$ cat src/rtl/wb_stage_if.sv
// MEM -> WB bus bundle for wb_stage: pipeline fields coming out of MEM, the
// data-memory response, and the register-file write port toward decode.
// Optional bypass signals are present only when WB_BYPASS_EN is defined.
interface wb_stage_if #(parameter int NBits = 32);
    logic             in_valid;
    logic             flush;
    logic             in_RegWrite;
    logic             in_MemtoReg;
    logic             in_ALUMemOrPC;
    logic [4:0]       in_WriteRegister;
    logic [NBits-1:0] in_ALUResult;
    logic [NBits-1:0] in_PCPlus4;
    logic [NBits-1:0] MemReadData;
    logic             MemReadValid;
    logic             out_RegWrite;
    logic [4:0]       out_WriteRegister;
    logic [NBits-1:0] out_WriteData;
    logic             out_ALUMemOrPC;
    logic             Stall;
    logic             LoadError;
`ifdef WB_BYPASS_EN
    logic [4:0]       ReadRegister1;
    logic [4:0]       ReadRegister2;
    logic [NBits-1:0] ReadData1In;
    logic [NBits-1:0] ReadData2In;
    logic [NBits-1:0] ReadData1Bypass;
    logic [NBits-1:0] ReadData2Bypass;
`endif

    // Pipeline side (MEM stage / memory / decode read port)
    modport master (
        output in_valid, flush, in_RegWrite, in_MemtoReg, in_ALUMemOrPC,
               in_WriteRegister, in_ALUResult, in_PCPlus4, MemReadData, MemReadValid,
`ifdef WB_BYPASS_EN
        output ReadRegister1, ReadRegister2, ReadData1In, ReadData2In,
        input  ReadData1Bypass, ReadData2Bypass,
`endif
        input  out_RegWrite, out_WriteRegister, out_WriteData, out_ALUMemOrPC,
               Stall, LoadError
    );

    // Write-back stage side
    modport slave (
        input  in_valid, flush, in_RegWrite, in_MemtoReg, in_ALUMemOrPC,
               in_WriteRegister, in_ALUResult, in_PCPlus4, MemReadData, MemReadValid,
`ifdef WB_BYPASS_EN
        input  ReadRegister1, ReadRegister2, ReadData1In, ReadData2In,
        output ReadData1Bypass, ReadData2Bypass,
`endif
        output out_RegWrite, out_WriteRegister, out_WriteData, out_ALUMemOrPC,
               Stall, LoadError
    );
endinterface

$ cat src/rtl/wb_stage.sv
// MEM/WB pipeline register and write-back select for the 32-bit MIPS core.
// Holds the pipeline while a load waits on variable-latency memory and
// abandons the load (sticky LoadError) after LOAD_TIMEOUT wait cycles.
// Optional macro WB_BYPASS_EN adds a same-cycle write->read register bypass.
module wb_stage #(
    parameter int NBits        = 32,
    parameter int LOAD_TIMEOUT = 15
) (
    input  logic       clk,
    input  logic       reset,
    wb_stage_if.slave  bus
);
    typedef enum logic [1:0] {IDLE, WRITE, WAIT_LOAD} state_t;

    state_t           state;
    logic [7:0]       wait_cnt;
    logic             wb_RegWrite;
    logic             wb_ALUMemOrPC;
    logic [4:0]       wb_WriteRegister;
    logic [NBits-1:0] wb_PCPlus4;
    logic             captured_valid;

    assign captured_valid = bus.in_valid & ~bus.flush;

    // Waiting on load data freezes everything upstream.
    assign bus.Stall = (state == WAIT_LOAD);

    // Capture, FSM and registered write-port outputs.
    always_ff @(posedge clk or posedge reset) begin
        if (reset) begin
            state                 <= IDLE;
            wait_cnt              <= '0;
            wb_RegWrite           <= 1'b0;
            wb_ALUMemOrPC         <= 1'b0;
            wb_WriteRegister      <= '0;
            wb_PCPlus4            <= '0;
            bus.out_RegWrite      <= 1'b0;
            bus.out_WriteRegister <= '0;
            bus.out_WriteData     <= '0;
            bus.out_ALUMemOrPC    <= 1'b0;
            bus.LoadError         <= 1'b0;
        end else if (state != WAIT_LOAD) begin
            // Fields are held so a delayed load can still retire them.
            wb_RegWrite      <= bus.in_RegWrite;
            wb_ALUMemOrPC    <= bus.in_ALUMemOrPC;
            wb_WriteRegister <= bus.in_WriteRegister;
            wb_PCPlus4       <= bus.in_PCPlus4;
            if (!captured_valid) begin
                state            <= IDLE;
                bus.out_RegWrite <= 1'b0;
            end else if (bus.in_MemtoReg && !bus.MemReadValid) begin
                state            <= WAIT_LOAD;
                wait_cnt         <= '0;
                bus.out_RegWrite <= 1'b0;
            end else begin
                state                 <= WRITE;
                // r0 is never written, except that a link always targets r31.
                bus.out_RegWrite      <= bus.in_RegWrite &
                                         ((bus.in_WriteRegister != 5'd0) | bus.in_ALUMemOrPC);
                bus.out_WriteRegister <= bus.in_WriteRegister;
                bus.out_ALUMemOrPC    <= bus.in_ALUMemOrPC;
                bus.out_WriteData     <= bus.in_ALUMemOrPC ? bus.in_PCPlus4 :
                                         bus.in_MemtoReg   ? bus.MemReadData :
                                                             bus.in_ALUResult;
            end
        end else begin
            // Load is past commit: flush and new MEM contents are ignored here.
            if (bus.MemReadValid) begin
                state                 <= WRITE;
                bus.out_RegWrite      <= wb_RegWrite &
                                         ((wb_WriteRegister != 5'd0) | wb_ALUMemOrPC);
                bus.out_WriteRegister <= wb_WriteRegister;
                bus.out_ALUMemOrPC    <= wb_ALUMemOrPC;
                bus.out_WriteData     <= wb_ALUMemOrPC ? wb_PCPlus4 : bus.MemReadData;
            end else if (wait_cnt == 8'(LOAD_TIMEOUT - 1)) begin
                state         <= IDLE;
                bus.LoadError <= 1'b1;
            end else begin
                wait_cnt <= wait_cnt + 8'd1;
            end
        end
    end

`ifdef WB_BYPASS_EN
    logic [4:0] eff_dest;

    // Link writes land in r31 regardless of the encoded destination.
    assign eff_dest = bus.out_ALUMemOrPC ? 5'd31 : bus.out_WriteRegister;

    assign bus.ReadData1Bypass = (bus.out_RegWrite && bus.ReadRegister1 != 5'd0 &&
                                  eff_dest == bus.ReadRegister1) ? bus.out_WriteData
                                                                 : bus.ReadData1In;
    assign bus.ReadData2Bypass = (bus.out_RegWrite && bus.ReadRegister2 != 5'd0 &&
                                  eff_dest == bus.ReadRegister2) ? bus.out_WriteData
                                                                 : bus.ReadData2In;
`endif
endmodule

$ cat src/flat_wrapper.sv
// flat-port wrapper written by rule: the top's interface ports become plain ports
module wb_stage_flat 
#(
    parameter int NBits        = 32,
    parameter int LOAD_TIMEOUT = 15
)
  (clk, reset, bus_in_valid, bus_flush, bus_in_RegWrite, bus_in_MemtoReg, bus_in_ALUMemOrPC, bus_in_WriteRegister, bus_in_ALUResult, bus_in_PCPlus4, bus_MemReadData, bus_MemReadValid, bus_out_RegWrite, bus_out_WriteRegister, bus_out_WriteData, bus_out_ALUMemOrPC, bus_Stall, bus_LoadError);
  wb_stage_if #(.NBits(NBits)) bus_i ();
  input  logic clk;
  input  logic reset;
  input wire logic [$bits(bus_i.in_valid)-1:0] bus_in_valid;
  input wire logic [$bits(bus_i.flush)-1:0] bus_flush;
  input wire logic [$bits(bus_i.in_RegWrite)-1:0] bus_in_RegWrite;
  input wire logic [$bits(bus_i.in_MemtoReg)-1:0] bus_in_MemtoReg;
  input wire logic [$bits(bus_i.in_ALUMemOrPC)-1:0] bus_in_ALUMemOrPC;
  input wire logic [$bits(bus_i.in_WriteRegister)-1:0] bus_in_WriteRegister;
  input wire logic [$bits(bus_i.in_ALUResult)-1:0] bus_in_ALUResult;
  input wire logic [$bits(bus_i.in_PCPlus4)-1:0] bus_in_PCPlus4;
  input wire logic [$bits(bus_i.MemReadData)-1:0] bus_MemReadData;
  input wire logic [$bits(bus_i.MemReadValid)-1:0] bus_MemReadValid;
  output wire logic [$bits(bus_i.out_RegWrite)-1:0] bus_out_RegWrite;
  output wire logic [$bits(bus_i.out_WriteRegister)-1:0] bus_out_WriteRegister;
  output wire logic [$bits(bus_i.out_WriteData)-1:0] bus_out_WriteData;
  output wire logic [$bits(bus_i.out_ALUMemOrPC)-1:0] bus_out_ALUMemOrPC;
  output wire logic [$bits(bus_i.Stall)-1:0] bus_Stall;
  output wire logic [$bits(bus_i.LoadError)-1:0] bus_LoadError;
  assign bus_i.in_valid = bus_in_valid;
  assign bus_i.flush = bus_flush;
  assign bus_i.in_RegWrite = bus_in_RegWrite;
  assign bus_i.in_MemtoReg = bus_in_MemtoReg;
  assign bus_i.in_ALUMemOrPC = bus_in_ALUMemOrPC;
  assign bus_i.in_WriteRegister = bus_in_WriteRegister;
  assign bus_i.in_ALUResult = bus_in_ALUResult;
  assign bus_i.in_PCPlus4 = bus_in_PCPlus4;
  assign bus_i.MemReadData = bus_MemReadData;
  assign bus_i.MemReadValid = bus_MemReadValid;
  assign bus_out_RegWrite = bus_i.out_RegWrite;
  assign bus_out_WriteRegister = bus_i.out_WriteRegister;
  assign bus_out_WriteData = bus_i.out_WriteData;
  assign bus_out_ALUMemOrPC = bus_i.out_ALUMemOrPC;
  assign bus_Stall = bus_i.Stall;
  assign bus_LoadError = bus_i.LoadError;
  wb_stage #(.NBits(NBits), .LOAD_TIMEOUT(LOAD_TIMEOUT)) u_core (.clk(clk), .reset(reset), .bus(bus_i));
endmodule
$ cat config.mk
export PLATFORM = sky130hd
export DESIGN_NAME = wb_stage_flat
export DESIGN_NICKNAME = d
export VERILOG_FILES = /design/src/rtl/wb_stage_if.sv /design/src/rtl/wb_stage.sv /design/src/flat_wrapper.sv
export SDC_FILE = /design/constraint.sdc
export NUM_CORES = 1
export LEC_CHECK = 0
export ABC_AREA = 1
export CAP_MARGIN = 0
export CORE_MARGIN = 2
export CORE_UTILIZATION = 48
export DETAILED_ROUTE_END_ITERATION = 10
export GPL_TIMING_DRIVEN = 0
export PLACE_DENSITY = 0.79
export SETUP_SLACK_MARGIN = 0.5
export SKIP_CTS_REPAIR_TIMING = 1
export SLEW_MARGIN = 40
export SYNTH_ARGS = -nofsm -noshare
export SYNTH_HDL_FRONTEND = slang
export SYNTH_SLANG_ARGS = --single-unit
$ cat constraint.sdc
create_clock -name clk -period 3.6 [get_ports clk]
set_input_delay 0.72 -clock clk [delete_from_list [all_inputs] [get_ports clk]]
set_output_delay 0.72 -clock clk [all_outputs]
set_load 0.01 [all_outputs]
; ---- Word-level counts from Yosys, hierarchy flattened
; Cells that the tools add are included.
[classes]
add_sub_neg = 1
eq_ne = 8
muxes = 29
bitwise_logic = 8
n_reduce_logical = 9
[op_table]
columns = operator, n
row1 = $mux 32, 7
row2 = $mux 8, 5
row3 = $mux 5, 4
row4 = $mux 2, 5
row5 = $reduce_bool 5->1, 2
row6 = $add 8x1->8 const B, 1
row7 = $eq 8x4->1 const B, 1
row8 = $mux 1, 8
row9 = $ne 2x1->1 const B, 3
row10 = $ne 2x2->1 const B, 3
row11 = $reduce_and 3->1, 2
row12 = $reduce_and 4->1, 1
row13 = $and 1x1->1, 3
row14 = $not 1->1, 3
row15 = $reduce_bool 3->1, 1
row16 = $eq 2x2->1 const B, 1
row17 = $or 1x1->1, 2
row18 = $reduce_bool 2->1, 1
row19 = $logic_and 1x1->1, 1
row20 = $logic_not 1->1, 1
[word_totals]
register_bits = 89
in_bits = 109
out_inout_bits = 41

; ---- Depth between registers and ports, before layout
; Gate-level depths: netlist (run 1).
[logic_depth]
ltp_word = 6
depth_mapped = 10

; ---- Least setup slack after synthesis (run 1)
; Ideal clock, no wire load.
[synth_timing]
path_type = input to register
startpoint = input bus_in_MemtoReg
endpoint = register u_core.bus.out_WriteRegister[0]
t_arrival_ns = 1.580
required_ns = 3.483
setup_slack_ns = 1.904
cell_stages = 9
path_buffers = 3
cell_sequence = buf_4 inv_2 nor2_4 nor2_1 o21ai_2 buf_4 buf_6 nand2_1 nand2_1
[synth_via]
elab_chain_cells = 3
[synth_rtl]
columns = item, line_no
row1 = start: declaration, flat_wrapper.sv:14  ; input wire logic [$bits(bus_i.in_MemtoReg)-1:0] bus_in_MemtoReg;
row2 = $logic_and 1x1->1, wb_stage.sv:51  ; end else if (bus.in_MemtoReg && !bus.MemReadValid) begin
row3 = $ne 2x2->1 (no source line), -
row4 = $reduce_and 3->1 (no source line), -
row5 = end signal: assignment, wb_stage.sv:60  ; bus.out_WriteRegister <= bus.in_WriteRegister;
row6 = end signal: assignment, wb_stage.sv:72  ; bus.out_WriteRegister <= wb_WriteRegister;
row7 = end: declaration, wb_stage_if.sv:50  ; output out_RegWrite, out_WriteRegister, out_WriteData, out_ALUMemOrPC,
; Every way passes these cells.
; A chain may end at the register's enable or synchronous reset.

; ---- Worst setup path in the final report (run 1)
[layout_timing]
startpoint = register u_core.state[0]
endpoint = output bus_Stall
[layout_via]
elab_chain_cells = 1
[layout_rtl]
columns = item, line_no
row1 = start: declaration, wb_stage.sv:15  ; state_t state;
row2 = start signal: assignment, wb_stage.sv:31  ; state <= IDLE;
row3 = start signal: assignment, wb_stage.sv:49  ; state <= IDLE;
row4 = start signal: assignment, wb_stage.sv:52  ; state <= WAIT_LOAD;
row5 = $eq 2x2->1, wb_stage.sv:26  ; assign bus.Stall = (state == WAIT_LOAD);
row6 = end: declaration, flat_wrapper.sv:25  ; output wire logic [$bits(bus_i.Stall)-1:0] bus_Stall;
; Every way passes these cells.

==> results of run 1 <==
layout make-up:
class | count | area (sq um)
Fill cell | 882 | 3310
Multi-Input combinational cell | 532 | 2350
Sequential cell | 89 | 2230
Timing Repair Buffer | 149 | 1510
Buffer | 41 | 225
Clock buffer | 14 | 173
Tap cell | 136 | 170
Inverter | 36 | 140
Clock inverter | 2 | 35.0
per-stage QoR:
stage	setup WS [ns]	utilization (%)
2_1_floorplan	0.573	-
3_3_place_gp	-0.838	65.0
3_5_place_dp	1.06	65.3
4_1_cts	0.748	67.4
5_1_grt	0.624	67.4
6_report	0.729	67.4
worst register-to-register path, stage by stage (launching register included):
cell     delay (ns)
dfrtp_1        0.44
inv_1          0.10
ha_1           0.14
nand3_1        0.10
o21ai_2        0.39
nand2_2        0.23
nand2_1        0.13
nand2_1        0.06
state kept, by name, summed over array words and instances, names as in the netlist:
register,flops
u_core.wb_RegWrite,1
u_core.wb_WriteRegister,5
u_core.bus.out_ALUMemOrPC,1
u_core.wait_cnt,8
u_core.bus.out_WriteData,32
u_core.bus.out_RegWrite,1
u_core.wb_ALUMemOrPC,1
u_core.state,2
u_core.wb_PCPlus4,32
u_core.bus.LoadError,1
u_core.bus.out_WriteRegister,5
path summary, 6_finish.rpt:
check	from	to	slack, ns	cells past startpoint
hold / removal	u_core.wb_PCPlus4[15]	u_core.wb_PCPlus4[15]	0.48	2
max in group asynchronous	reset	u_core.bus.out_WriteData[15]	2.31	3
hold reg to reg	u_core.wb_PCPlus4[15]	u_core.wb_PCPlus4[15]	0.48	2
setup reg to reg	u_core.wait_cnt[0]	u_core.wait_cnt[3]	1.90	7
setup / recovery	u_core.state[0]	bus_Stall	0.73	3
min in group asynchronous	reset	u_core.bus.out_WriteData[30]	0.71	2
cells in the mapped netlist, drive strengths merged, types with 2 or more instances:
library cell and n:
o211ai 48, buf 29, o21ai 33, nand2 371, dfrtp 89, nand3 45
inv 36, nor2 24, ha 2, clkbuf 12, xnor2 2, or2 2
per-layer routing:
layer | part of all wire (%) | vias to the layer above | track usage, %
li1 | - | 2543 | -
met1 | 43 | 2460 | 38.3
met2 | 47 | 235 | 47.0
met3 | 7.3 | 38 | 5.88
met4 | 2.9 | 0 | 11.7
met5 | 0 | - | 0
power groups by stage:
| stage | clock (W) | combinational [W] | sequential [W] |
|---|---|---|---|
| finish | 0.000733 | 0.000812 | 0.00121 |
| detailed placement | 0 | 0.000805 | 0.00123 |
| global placement | 0 | 0.000791 | 0.00123 |
| CTS | 0.000738 | 0.000812 | 0.00121 |
| floorplan | 0 | 0.000315 | 0.00127 |
| global route | 0.000780 | 0.000892 | 0.00123 |
kinds of logic after synthesis:
group / share of synthesized area [%]
AND/OR/NAND/NOR: 35.7
buffers and inverters: 7.29
adder cells (fa/ha/maj): 0.506
XOR/XNOR: 0.355
AO/OA/AOI/OAI: 11.0
flip-flops: 45.1
==> impl_metrics.csv, run 1 <==
group,metric,value,unit
outcome,outcome,"finished clean",
power,peakVddDrop,0.219,mV
floorplan,dieArea,11100,sq um
synthesis,ys_seq_area_share,45.1,%
synthesis,yosysUniqueCellTypes,26,
sta,tightest_slew,0.593,ns
setup_path,cpPeakStageDelay,0.64,ns
place,place_inst,983,
drt,drc,0,
synthesis,netlist_area,4940,sq um
layout,drive_gt1_share,6.49,%
floorplan,dieHeight,105,microns
layout,n_antenna_cell,0,
place,place_area,6630,sq um
setup_path,critPathArrivalTime,2.15,ns
layout,final_cells,999,
sta,clock.fmax,0.348,GHz
sta,maxSlewHeadroom,60.5,%
floorplan,dieWidth,105,microns
power,pwr-share-comb,29.4,%
setup_path,cp_num_buf_inv,2,
setup_path,required,2.88,ns
clocking,cts_num_sinks,89,
grt,grt_pass1_vias,5126,
clocking,htreeDepth,3,
sta,skew,0.0102,ns
grt,grt_max_degree,55,
synthesis,yosysWarnings,0,
synthesis,async_flop_share,100,%
place,gp_congestion,0.882,
synthesis,syn_nets,809,
worst_hold_path,min_path_type,"reg -> reg",
power,swShare,30.0,%
clocking,numCtsBuffers,9,
synthesis,synth_ff_type,"dfrtp_1",
layout,layout_common_cells,"nand2_1 (370), clkdlybuf4s50_1 (148), dfrtp_1 (89)",
synthesis,yosys_register_bits,89,
job,drv_cap,0,
sta,setup_violations,0,
clocking,clk_latency,0.37,ns
power,switching_power,0.000829,W
sta,timing.setup.tns,0,ns
power,share_seq_of_total_power,44.0,%
setup_path,crit_type,"reg -> out",
place,dp_hpwl,11600,microns
sta,rsz0062_at_grt,"false",
setup_path,start_kind,"flip-flop",
drt,drt-total-wl,15600,microns
clocking,cts_tree,"yes",
setup_path,slowest_stage,"clkdlybuf4s50_1",
floorplan,num_rows,37,
clocking,cts-root-buf,"clkbuf_8",
synthesis,synth_area_leader_cell,"dfrtp_1",
power,power_density,404,nW/um^2
setup_path,cp_cell_sequence,"nor2_4, clkbuf_1, clkdlybuf4s50_1",
synthesis,synth_top_cell_area_share,45.1,%
drt,drt_iter0_drc,420,
drt,num_vias,5276,
sta,hold_ws,0.480,ns
layout,design_area,6830,sq um
layout,final_common_cell,"nand2_1",
power,p_int,0.00193,W
drt,antenna_left,0,
power,power.leakage,3.38,nW
grt,antenna_found_initial,0,
floorplan,io_pins,150,
floorplan,core_area,10100,sq um
floorplan,start_util,48.7,%
drt,wl_per_cell,15.6,microns
layout,area_growth,38.3,%
drt,first_pass_iters,10,
place,portBuffers,148,
clocking,path_clk_slew,0.08,ns
power,p_clk_share,26.6,%
sta,min_period_over_period,79.7,%
grt,grt_pass1_wl,25400,microns
grt,grt_overflow,0,
synthesis,synthTopCellsByArea,"dfrtp_1 (45%), nand2_1 (28%), o211ai_1 (7.3%), nand3_1 (4.6%), o21ai_0 (2.7%)",
sta,slew_violations,0,
power,power,0.00276,W
setup_path,endpoint_kind,"output port",
synthesis,synth_edf_count,0,
sta,min_period,2.87,ns
drt,routed_via_density,5.28,
setup_path,cp_top_family,"buffers and inverters",
clocking,cts_buffer_depth,2,
setup_path,crit_fanout,10,
synthesis,syn_area_per_cell,7.08,sq um
sta,hold_violations,0,
grt,grt_use_total,29.1,%
layout,nets,969,
synthesis,netlist_instances,698,
Note: power is estimated with default switching activity, not from simulation.
==> inputs of run 2 (changes only) <==
--- a/config.mk
+++ b/config.mk
@@ -8,10 +8,10 @@
 export ABC_AREA = 1
 export CAP_MARGIN = 0
 export CORE_MARGIN = 2
-export CORE_UTILIZATION = 48
+export CORE_UTILIZATION = 43
 export DETAILED_ROUTE_END_ITERATION = 10
 export GPL_TIMING_DRIVEN = 0
-export PLACE_DENSITY = 0.79
+export PLACE_DENSITY = 0.74
 export SETUP_SLACK_MARGIN = 0.5
 export SKIP_CTS_REPAIR_TIMING = 1
 export SLEW_MARGIN = 40
==> constraint.sdc (replaced) <==
create_clock -name clk -period 2.3 [get_ports clk]
set_input_delay 0.46 -clock clk [delete_from_list [all_inputs] [get_ports clk]]
set_output_delay 0.46 -clock clk [all_outputs]
set_load 0.01 [all_outputs]
==> run 2 against run 1 <==
Routed wire length increased by 2.5%. Clock skew fell by 0.0058 ns. Setup slack worse by 0.17 ns. Sequential share of layout area down 0.87 points. Global-route usage decreased by 3.0 points. Register-to-register slack got worse by 1.3 ns. Critical path type unchanged.
==> impl_metrics.csv, run 2 (synthesis results as in run 1) <==
group,metric,value,unit
floorplan,core_area,11300,sq um
setup_path,start_kind,"flip-flop",
setup_path,cp_num_buf_inv,1,
clocking,path_clk_slew,0.06,ns
sta,timing.setup.tns,0,ns
layout,drive_gt1_share,7.50,%
place,dp_hpwl,12000,microns
drt,drt_iter0_drc,381,
power,power,0.00461,W
sta,skew,0.00436,ns
floorplan,num_rows,39,
clocking,cts-root-buf,"clkbuf_16",
clocking,clk_latency,0.34,ns
power,power_density,657,nW/um^2
grt,grt_pass1_vias,5201,
drt,routed_via_density,5.27,
sta,slew_violations,0,
floorplan,dieWidth,111,microns
drt,num_vias,5320,
clocking,numCtsBuffers,9,
setup_path,crit_fanout,2,
drt,drc,0,
layout,area_growth,42.1,%
setup_path,critPathArrivalTime,1.28,ns
layout,final_common_cell,"nand2_1",
drt,drt-total-wl,16000,microns
layout,multi_input_area,2350,sq um
layout,reg.largest.list,"u_core.bus.out_WriteData: 32 flops, u_core.wb_PCPlus4: 32 flops, u_core.wait_cnt: 8 flops",
layout,nets,974,
setup_path,cpPeakStageDelay,0.59,ns
layout,n_antenna_cell,0,
sta,setup_violations,0,
floorplan,dieArea,12400,sq um
sta,maxSlewHeadroom,62.3,%
floorplan,dieHeight,111,microns
drt,antenna_left,0,
drt,first_pass_iters,5,
floorplan,start_util,43.6,%
grt,grt_overflow,0,
sta,rsz0062_at_grt,"false",
sta,tightest_slew,0.566,ns
sta,min_period,1.74,ns
setup_path,cp_cell_sequence,"clkdlybuf4s50_1",
floorplan,io_pins,150,
power,power.leakage,3.50,nW
clocking,cts_num_sinks,89,
setup_path,required,1.84,ns
outcome,outcome,"finished clean",
setup_path,slowest_stage,"clkdlybuf4s50_1",
drt,wl_per_cell,15.8,microns
worst_hold_path,min_path_type,"in -> async",
sta,hold_violations,0,
sta,clock.fmax,0.573,GHz
layout,n_fill_cell,1044,
job,drv_cap,0,
power,peakVddDrop,0.358,mV
layout,layout_common_cells,"nand2_1 (370), clkdlybuf4s50_1 (146), dfrtp_1 (89)",
setup_path,endpoint_kind,"output port",
grt,grt_use_total,26.1,%
place,portBuffers,148,
grt,grt_pass1_wl,25700,microns
place,gp_congestion,0.850,
setup_path,crit_type,"reg -> out",
setup_path,cp_top_family,"buffers and inverters",
clocking,htreeDepth,3,
clocking,cts_buffer_depth,2,
sta,min_period_over_period,75.9,%
layout,seq_area,2230,sq um
clocking,cts_tree,"yes",
grt,grt_max_degree,26,
grt,antenna_found_initial,0,
-- run 2: changes by cell type in the layout (fill, tap and decap cells not counted), sizes merged, moves of 2 or more --
cell,previous run,this run
buf,30,36
clkbuf,26,23
clkdlybuf4s50,148,146
clkinv,1,3
dlymetal6s2s,0,2
-- run 2: metrics by stage --
stage                     worst slack [ns]  cell area, sq um  hold slack, ns  instances  utilization [%]
after floorplan                      0.804              4940           0.437        698                -
after global placement              -0.196              6610           0.451        989             58.3
after detailed placement           -0.0148              6710           0.455        993             59.3
after CTS                           -0.280              6990           0.427       1008             61.7
after global routing                 0.510              7020           0.445       1010             62.0
final                                0.555              7020           0.416       1010             62.0
-- run 2: worst paths after layout --
check | startpoint | depth (start not counted) | end | slack (ns)
setup / recovery | u_core.bus.out_WriteData[5] | 1 | bus_out_WriteData[5] | 0.56
hold / removal | reset | 2 | u_core.wait_cnt[7] | 0.42
setup reg to reg | u_core.wait_cnt[0] | 7 | u_core.wait_cnt[5] | 0.64
hold reg to reg | u_core.wb_PCPlus4[12] | 2 | u_core.wb_PCPlus4[12] | 0.46
max in group asynchronous | reset | 4 | u_core.bus.out_WriteData[9] | 1.28
min in group clk | u_core.wb_PCPlus4[12] | 2 | u_core.wb_PCPlus4[12] | 0.46
-- run 2: cell type report --
| type | instances | share of cell area [%] |
|---|---|---|
| multi-input cells | 532 | 33.5 |
| flip-flops and latches | 89 | 31.7 |
| repair buffers | 154 | 22.9 |
| clock buffers | 12 | 3.80 |
| plain buffers | 41 | 3.35 |
| well taps | 143 | 2.55 |
| inverters | 36 | 1.98 |
| clock inverters | 3 | 0.214 |
-- run 2: metal layers --
| layer | track usage (%) | routed length, microns |
|---|---|---|
| met2 | 43.5 | 7540 |
| met4 | 8.48 | 313 |
| met3 | 5.19 | 1160 |
| met5 | 0 | 0 |
| met1 | 34.4 | 6980 |
-- run 2: power by group --
part / internal (W) / switching [W]
clock: 0.000809 / 0.000606
sequential: 0.00179 / 0.000115
combinational: 0.000665 / 0.000631
total: 0.00326 / 0.00135
